**config.mk**
```make
export PLATFORM = sky130hd
export DESIGN_NAME = dma_channel_arbiter
export DESIGN_NICKNAME = d
export VERILOG_FILES = /design/src/rtl/dma_arb_pkg.sv /design/src/rtl/dma_channel_arbiter_rr_pick.sv /design/src/rtl/dma_channel_arbiter.sv
export SDC_FILE = /design/constraint.sdc
export NUM_CORES = 1
export LEC_CHECK = 0
export ABC_CLOCK_PERIOD_IN_PS = 1900
export CORE_MARGIN = 8
export CORE_UTILIZATION = 39
export CTS_BUF_LIST = sky130_fd_sc_hd__clkbuf_8 sky130_fd_sc_hd__clkbuf_16
export DETAILED_ROUTE_END_ITERATION = 7
export GPL_TIMING_DRIVEN = 0
export PLACE_DENSITY = 0.82
export SYNTH_ARGS = -nofsm -noshare
export SYNTH_HDL_FRONTEND = slang
export SYNTH_SLANG_ARGS = --single-unit
```
**constraint.sdc**
```tcl
create_clock -name AXI_aclk -period 1.9 [get_ports AXI_aclk]
set_input_delay 0.475 -clock AXI_aclk [delete_from_list [all_inputs] [get_ports AXI_aclk]]
set_output_delay 0.475 -clock AXI_aclk [all_outputs]
set_load 0.01 [all_outputs]
```
**src/rtl/dma_arb_pkg.sv**
```systemverilog
// Shared state encoding and limits for the DMA channel arbiter.
package dma_arb_pkg;

    typedef enum logic [1:0] {
        ARB_IDLE    = 2'd0,
        ARB_GRANT   = 2'd1,
        ARB_BUSY    = 2'd2,
        ARB_RELEASE = 2'd3
    } arb_state_t;

    localparam int NUM_CH_MAX = 16;

endpackage

```
**src/rtl/dma_channel_arbiter_rr_pick.sv**
```systemverilog
// Combinational round-robin picker: first set bit of req starting just after ptr, wrapping.
module rr_pick #(
    parameter  int NUM_CH = 4,
    localparam int CH_W   = $clog2(NUM_CH)
) (
    input  logic [NUM_CH-1:0] req,
    input  logic [CH_W-1:0]   ptr,
    output logic              found,
    output logic [CH_W-1:0]   idx
);

    logic [CH_W:0]       start;
    logic [NUM_CH-1:0]   rot;
    logic [CH_W-1:0]     off;
    logic [CH_W:0]       sum;

    // NOTE: every signal driven here gets a default before any conditional write, so no latch is inferred.
    always_comb begin
        start = {1'b0, ptr} + (CH_W+1)'(1);
        // Shifting the doubled vector wraps the scan, so the channel at ptr itself is checked last.
        rot   = NUM_CH'({req, req} >> start);
        off   = '0;
        for (int i = NUM_CH - 1; i >= 0; i--) begin
            if (rot[i]) begin
                off = CH_W'(i);
            end
        end
        sum = start + {1'b0, off};
        if (sum >= (CH_W+1)'(NUM_CH)) begin
            sum = sum - (CH_W+1)'(NUM_CH);
        end
        found = |req;
        idx   = sum[CH_W-1:0];
    end

endmodule

```
**src/rtl/dma_channel_arbiter.sv**
```systemverilog
// Round-robin DMA channel arbiter feeding both channel-FSM paths of the control unit.
// Optional watchdog forced release is enabled with `define DMA_ARB_WATCHDOG_EN.
module dma_channel_arbiter
    import dma_arb_pkg::*;
#(
    parameter  int NUM_CH  = 4,
    parameter  int TIMEOUT = 1024,
    localparam int CH_W    = $clog2(NUM_CH)
) (
    input  logic              AXI_aclk,
    input  logic              AXI_areset,
    input  logic [NUM_CH-1:0] ch_req,
    input  logic [NUM_CH-1:0] ch_enable,
    input  logic              cfg_hold,
    input  logic              give1,
    input  logic              give2,
    output logic              arbitrate,
    output logic              validChannels,
    output logic              grant_vld,
    output logic [CH_W-1:0]   grant_id,
    output logic [NUM_CH-1:0] grant_onehot,
    output logic              timeout_err
);

    localparam logic [1:0] S_IDLE    = ARB_IDLE;
    localparam logic [1:0] S_GRANT   = ARB_GRANT;
    localparam logic [1:0] S_BUSY    = ARB_BUSY;
    localparam logic [1:0] S_RELEASE = ARB_RELEASE;

    if (NUM_CH < 2 || NUM_CH > NUM_CH_MAX) begin : g_bad_num_ch
        $error("dma_channel_arbiter: NUM_CH out of range");
    end
    if (TIMEOUT < 2) begin : g_bad_timeout
        $error("dma_channel_arbiter: TIMEOUT must be at least 2");
    end

    logic [1:0]        state_q, state_d;
    logic [CH_W-1:0]   rr_ptr_q, rr_ptr_d;
    logic [CH_W-1:0]   grant_id_q, grant_id_d;
    logic              give1_seen_q, give1_seen_d;
    logic              give2_seen_q, give2_seen_d;
    logic              valid_q;

    logic [NUM_CH-1:0] elig;
    logic              pick_found;
    logic [CH_W-1:0]   pick_idx;
    logic              give1_hit;
    logic              give2_hit;
    logic              both_given;
    logic              wd_expire;

    assign elig       = ch_req & ch_enable;
    assign give1_hit  = give1_seen_q | give1;
    assign give2_hit  = give2_seen_q | give2;
    assign both_given = give1_hit & give2_hit;

    rr_pick #(
        .NUM_CH (NUM_CH)
    ) u_rr_pick (
        .req   (elig),
        .ptr   (rr_ptr_q),
        .found (pick_found),
        .idx   (pick_idx)
    );

`ifdef DMA_ARB_WATCHDOG_EN
    localparam int WD_W = $clog2(TIMEOUT);

    logic [WD_W-1:0] wd_cnt_q, wd_cnt_d;

    assign wd_expire   = (state_q == S_BUSY) && (wd_cnt_q == WD_W'(TIMEOUT - 1));
    assign timeout_err = wd_expire && !both_given;

    always_comb begin
        wd_cnt_d = wd_cnt_q;
        if (state_q == S_GRANT) begin
            wd_cnt_d = '0;
        end else if (state_q == S_BUSY) begin
            wd_cnt_d = wd_cnt_q + WD_W'(1);
        end
    end

    always_ff @(posedge AXI_aclk or posedge AXI_areset) begin
        if (AXI_areset) begin
            wd_cnt_q <= '0;
        end else begin
            wd_cnt_q <= wd_cnt_d;
        end
    end
`else
    assign wd_expire   = 1'b0;
    assign timeout_err = 1'b0;
`endif

    always_comb begin
        state_d      = state_q;
        rr_ptr_d     = rr_ptr_q;
        grant_id_d   = grant_id_q;
        give1_seen_d = give1_seen_q;
        give2_seen_d = give2_seen_q;
        case (state_q)
            S_IDLE: begin
                if (pick_found && !cfg_hold) begin
                    grant_id_d = pick_idx;
                    state_d    = S_GRANT;
                end
            end
            S_GRANT: begin
                state_d = S_BUSY;
            end
            S_BUSY: begin
                // Gives are only remembered here; a give in any other state is dropped.
                give1_seen_d = give1_hit;
                give2_seen_d = give2_hit;
                if (both_given || wd_expire) begin
                    state_d = S_RELEASE;
                end
            end
            S_RELEASE: begin
                rr_ptr_d     = grant_id_q;
                give1_seen_d = 1'b0;
                give2_seen_d = 1'b0;
                state_d      = S_IDLE;
            end
            default: begin
                state_d = S_IDLE;
            end
        endcase
    end

    // NOTE: state registers use non-blocking assignments so every flop samples pre-edge values.
    always_ff @(posedge AXI_aclk or posedge AXI_areset) begin
        if (AXI_areset) begin
            state_q      <= S_IDLE;
            rr_ptr_q     <= CH_W'(NUM_CH - 1);
            grant_id_q   <= '0;
            give1_seen_q <= 1'b0;
            give2_seen_q <= 1'b0;
            valid_q      <= 1'b0;
        end else begin
            state_q      <= state_d;
            rr_ptr_q     <= rr_ptr_d;
            grant_id_q   <= grant_id_d;
            give1_seen_q <= give1_seen_d;
            give2_seen_q <= give2_seen_d;
            valid_q      <= |elig;
        end
    end

    assign arbitrate     = (state_q == S_GRANT);
    assign grant_vld     = (state_q == S_GRANT) || (state_q == S_BUSY);
    assign grant_id      = grant_id_q;
    assign grant_onehot  = grant_vld ? (NUM_CH'(1) << grant_id_q) : '0;
    assign validChannels = valid_q;

endmodule

```
==> impl_metrics.yaml <==
status:
  outcome: "completed"
cts:
  worst_setup_hold_path_clk_slew_ns: 0.05
  clock_insertion_delay_worst_skew_ns: 0.24
  cts_max_path_buffers: 2
  number_of_h_tree_levels: 1
  tritoncts.num_buffers: 3
  cts_tree: "done"
  holdBufCountCts: 0
  clockRootBuffer: "sky130_fd_sc_hd__clkbuf_8"
  tritoncts_num_sinks: 9
power_and_ir_drop:
  max-vdd-ir-drop_mv: 0.773
  cell_internal_pwr_mw: 0.938
  comb_power_share: 0.614
  power.switching_mw: 0.601
  p_leak_nw: 0.493
  power.share.sequential: 0.242
  switching_share: 0.391
  clk_pwr_share: 0.145
  power_density_mw_per_mm2: 1430
  finalPower_mw: 1.54
sta:
  final_max_slew_viol_count: 0
  fmax_ghz: 0.543
  timing.final.hold_violations: 0
  period_share: 0.970
  post-route-min-period_ns: 1.84
  finalHoldWorstSlack_ns: 0.494
  tns_ns: 0
  report.final.setup_viol: 0
  rsz0062_at_grt: "true"
  skew_ns: 0.00513
setup_path:
  regToRegStartpoint: "rr_ptr_q[0]"
  ff2ff_path_depth: 9
  timing.reg2reg.setup_slack_ns: 0.06
  worst-path-max-fanout: 6
  cp-start-kind: "flop"
  crit_arrival_ns: 1.37
  endpoint_of_the_worst_register_to_register_path: "grant_id[1]"
  timing_worst_setup_path_type: "flop to primary output"
  timing.critical_path.required_ns: 1.42
  timing.critical_path.to_type: "primary output"
global_route:
  grt_pass1_vias: 739
  first_pass_grt_wire_length_um: 3070
  grt_start_max_net_pins: 10
  gr-usage-all-layers: 0.117
  global_route.overflow_total: 0
  antenna_found_initial: 0
finish:
  final_nets: 133
  antenna_cells: 0
  core_utilization_of_the_finished_layout: 0.650
  drive_gt1_frac: 0.368
  finalInstanceArea_mm2: 0.00107
  area_growth_pct: 62.5
  nFillCells: 129
yosys:
  ys_ff_latch: 9
  seq_area_frac_synth: 0.345
  synth_top_area_share: 0.265
  synth_fp_nets: 94
  synthCells: 76
  synthesis.yosys.warnings: 0
  synth.top_cells.by_area: "sky130_fd_sc_hd__dfrtp_1 (27%), sky130_fd_sc_hd__ha_1 (9.5%), sky130_fd_sc_hd__dfstp_2 (8.0%)"
  ys_types: 34
  synth.avg_cell_area_um2: 8.69
  post_synth_instance_area_um2: 661
  yosysTopAreaCell: "sky130_fd_sc_hd__dfrtp_1"
placement:
  placer_congestion: 0.741
  hpwlAfterDp_um: 1230
  placement.cell_area_um2: 892
  placement.io_buffers: 21
routing:
  wl_um: 1850
  post_drt_wl_per_cell_um: 14.1
  post_drt_via_cell_ratio: 5.38
  ant_nets: 0
  drt-pass1-iter-count: 4
  drtIter0Drc: 9
  vias: 705
  detail_route.drc_violations: 0
floorplan:
  initial_core_util: 0.400
  top_level_ports: 23
  fp.coreArea_mm2: 0.00165
  die_area_mm2: 0.00327
  row_count: 15
  die-width_um: 57.2
  die_h_um: 57.2
worst_hold_path:
  worst_hold_path_class: "input pin to asynchronous set/reset pin"
run:
  total_of_max_cap_violations: 0
-- worst max-delay path, stage by stage, from the launching register on --
cell	delay [ns]
sky130_fd_sc_hd__dfrtp_1	0.39
sky130_fd_sc_hd__inv_2	0.09
sky130_fd_sc_hd__ha_4	0.22
sky130_fd_sc_hd__and3_1	0.15
sky130_fd_sc_hd__dlygate4sd2_1	0.28
-- routing by layer --
layer / vias to the layer above / GRT usage / share of wire
met5: - / 0 / 0
met4: 0 / 0.0872 / 0.033
met3: 8 / 0.0466 / 0.039
met2: 16 / 0.186 / 0.50
met1: 334 / 0.119 / 0.43
li1: 347 / - / -
-- power groups by stage --
stage	clock, mW	sequential [mW]	combinational, mW
after floorplan	0	0.362	0.481
after global placement	0	0.364	0.765
final	0.223	0.372	0.945
after detailed placement	0	0.370	0.788
after global routing	0.242	0.384	1.04
after CTS	0.226	0.371	0.900
-- cells by family (layout without fill, tap and decap cells) --
kind of cell	after synthesis	in the layout	share of synthesized area
XOR/XNOR	1	1	0.0133
adder cells (fa/ha/maj)	5	5	0.0947
AND/OR/NAND/NOR	27	27	0.195
other	1	1	0.00568
AO/OA/AOI/OAI	22	22	0.242
buffers and inverters	9	47	0.0701
multiplexers	2	2	0.0341
flip-flops	9	9	0.345
-- registers in the layout, summed over array words and instances (netlist names) --
register / count
give1_seen_q: 1
give2_seen_q: 1
grant_id: 2
state_q: 2
validChannels: 1
rr_ptr_q: 2
-- worst max path at each step --
stage / slack (ns) / endpoint / startpoint
finish: 0.06 / grant_onehot[3] / state_q[0]
global route: -0.07 / grant_id[1] / rr_ptr_q[0]
CTS: 0.003 / grant_onehot[0] / state_q[1]
detailed placement: -0.49 / grant_id[1] / ch_req[1]
global placement: -0.48 / grant_id[1] / ch_req[3]
floorplan: 0.004 / grant_id[1] / rr_ptr_q[0]
-- timing repair --
action | CTS | global route
gates resized for setup | 36 | 3
hold endpoints to repair | 0 | 0
endpoints found under the setup margin | 7 | 5
pin swaps | 9 | 7
buffers inserted | 12 | 2
-- cell usage in the layout (no fill, tap or decap), types with 2 or more instances in the layout --
| master | count |
|---|---|
| sky130_fd_sc_hd__a21oi_1 | 6 |
| sky130_fd_sc_hd__nand2_1 | 8 |
| sky130_fd_sc_hd__nor2_1 | 6 |
| sky130_fd_sc_hd__clkbuf_8 | 3 |
| sky130_fd_sc_hd__dfrtp_1 | 7 |
| sky130_fd_sc_hd__and2_4 | 2 |
| sky130_fd_sc_hd__clkdlybuf4s15_2 | 2 |
| sky130_fd_sc_hd__o2111ai_1 | 2 |
| sky130_fd_sc_hd__ha_1 | 3 |
| sky130_fd_sc_hd__nand2_2 | 3 |
| sky130_fd_sc_hd__inv_1 | 4 |
| sky130_fd_sc_hd__o21ai_0 | 3 |
| sky130_fd_sc_hd__a2111o_1 | 2 |
| sky130_fd_sc_hd__clkdlybuf4s15_1 | 5 |
| sky130_fd_sc_hd__nor3_2 | 2 |
| sky130_fd_sc_hd__clkdlybuf4s50_1 | 7 |
| sky130_fd_sc_hd__inv_2 | 3 |
| sky130_fd_sc_hd__dlygate4sd2_1 | 6 |
| sky130_fd_sc_hd__dfstp_2 | 2 |
| sky130_fd_sc_hd__mux2_2 | 2 |
| sky130_fd_sc_hd__buf_4 | 15 |
-- per-stage QoR --
step                instances  setup WS, ns
floorplan                  76       0.00421
global placement          114        -0.475
detailed placement        114        -0.488
CTS                       129       0.00317
global route              131       -0.0728
finish                    131        0.0578
-- Yosys cell counts (all sizes together) --
library cell	n
nand2	11
a21oi	7
dfrtp	7
inv	6
nor2	6
ha	5
o21ai	4
and2	3
buf	3
a2111o	2
dfstp	2
mux2	2
nor3	2
o2111ai	2
a22oi	1
a311o	1
a311oi	1
a31oi	1
and3	1
conb	1
nand2b	1
nand3	1
nor3b	1
o22a	1
o22ai	1
o311ai	1
or3	1
xnor2	1
-- area by class of cell --
cell class,count,area (um^2),area share
multi-input combinational,58,433,0.403
clock inverter,1,3.75,0.00350
buffer,2,18.8,0.0175
clock buffer,3,41.3,0.0385
tap,17,21.3,0.0198
timing repair buffer,35,305,0.284
sequential,9,228,0.212
inverter,6,22.5,0.0210
Note: power is estimated with default switching activity, not from simulation.
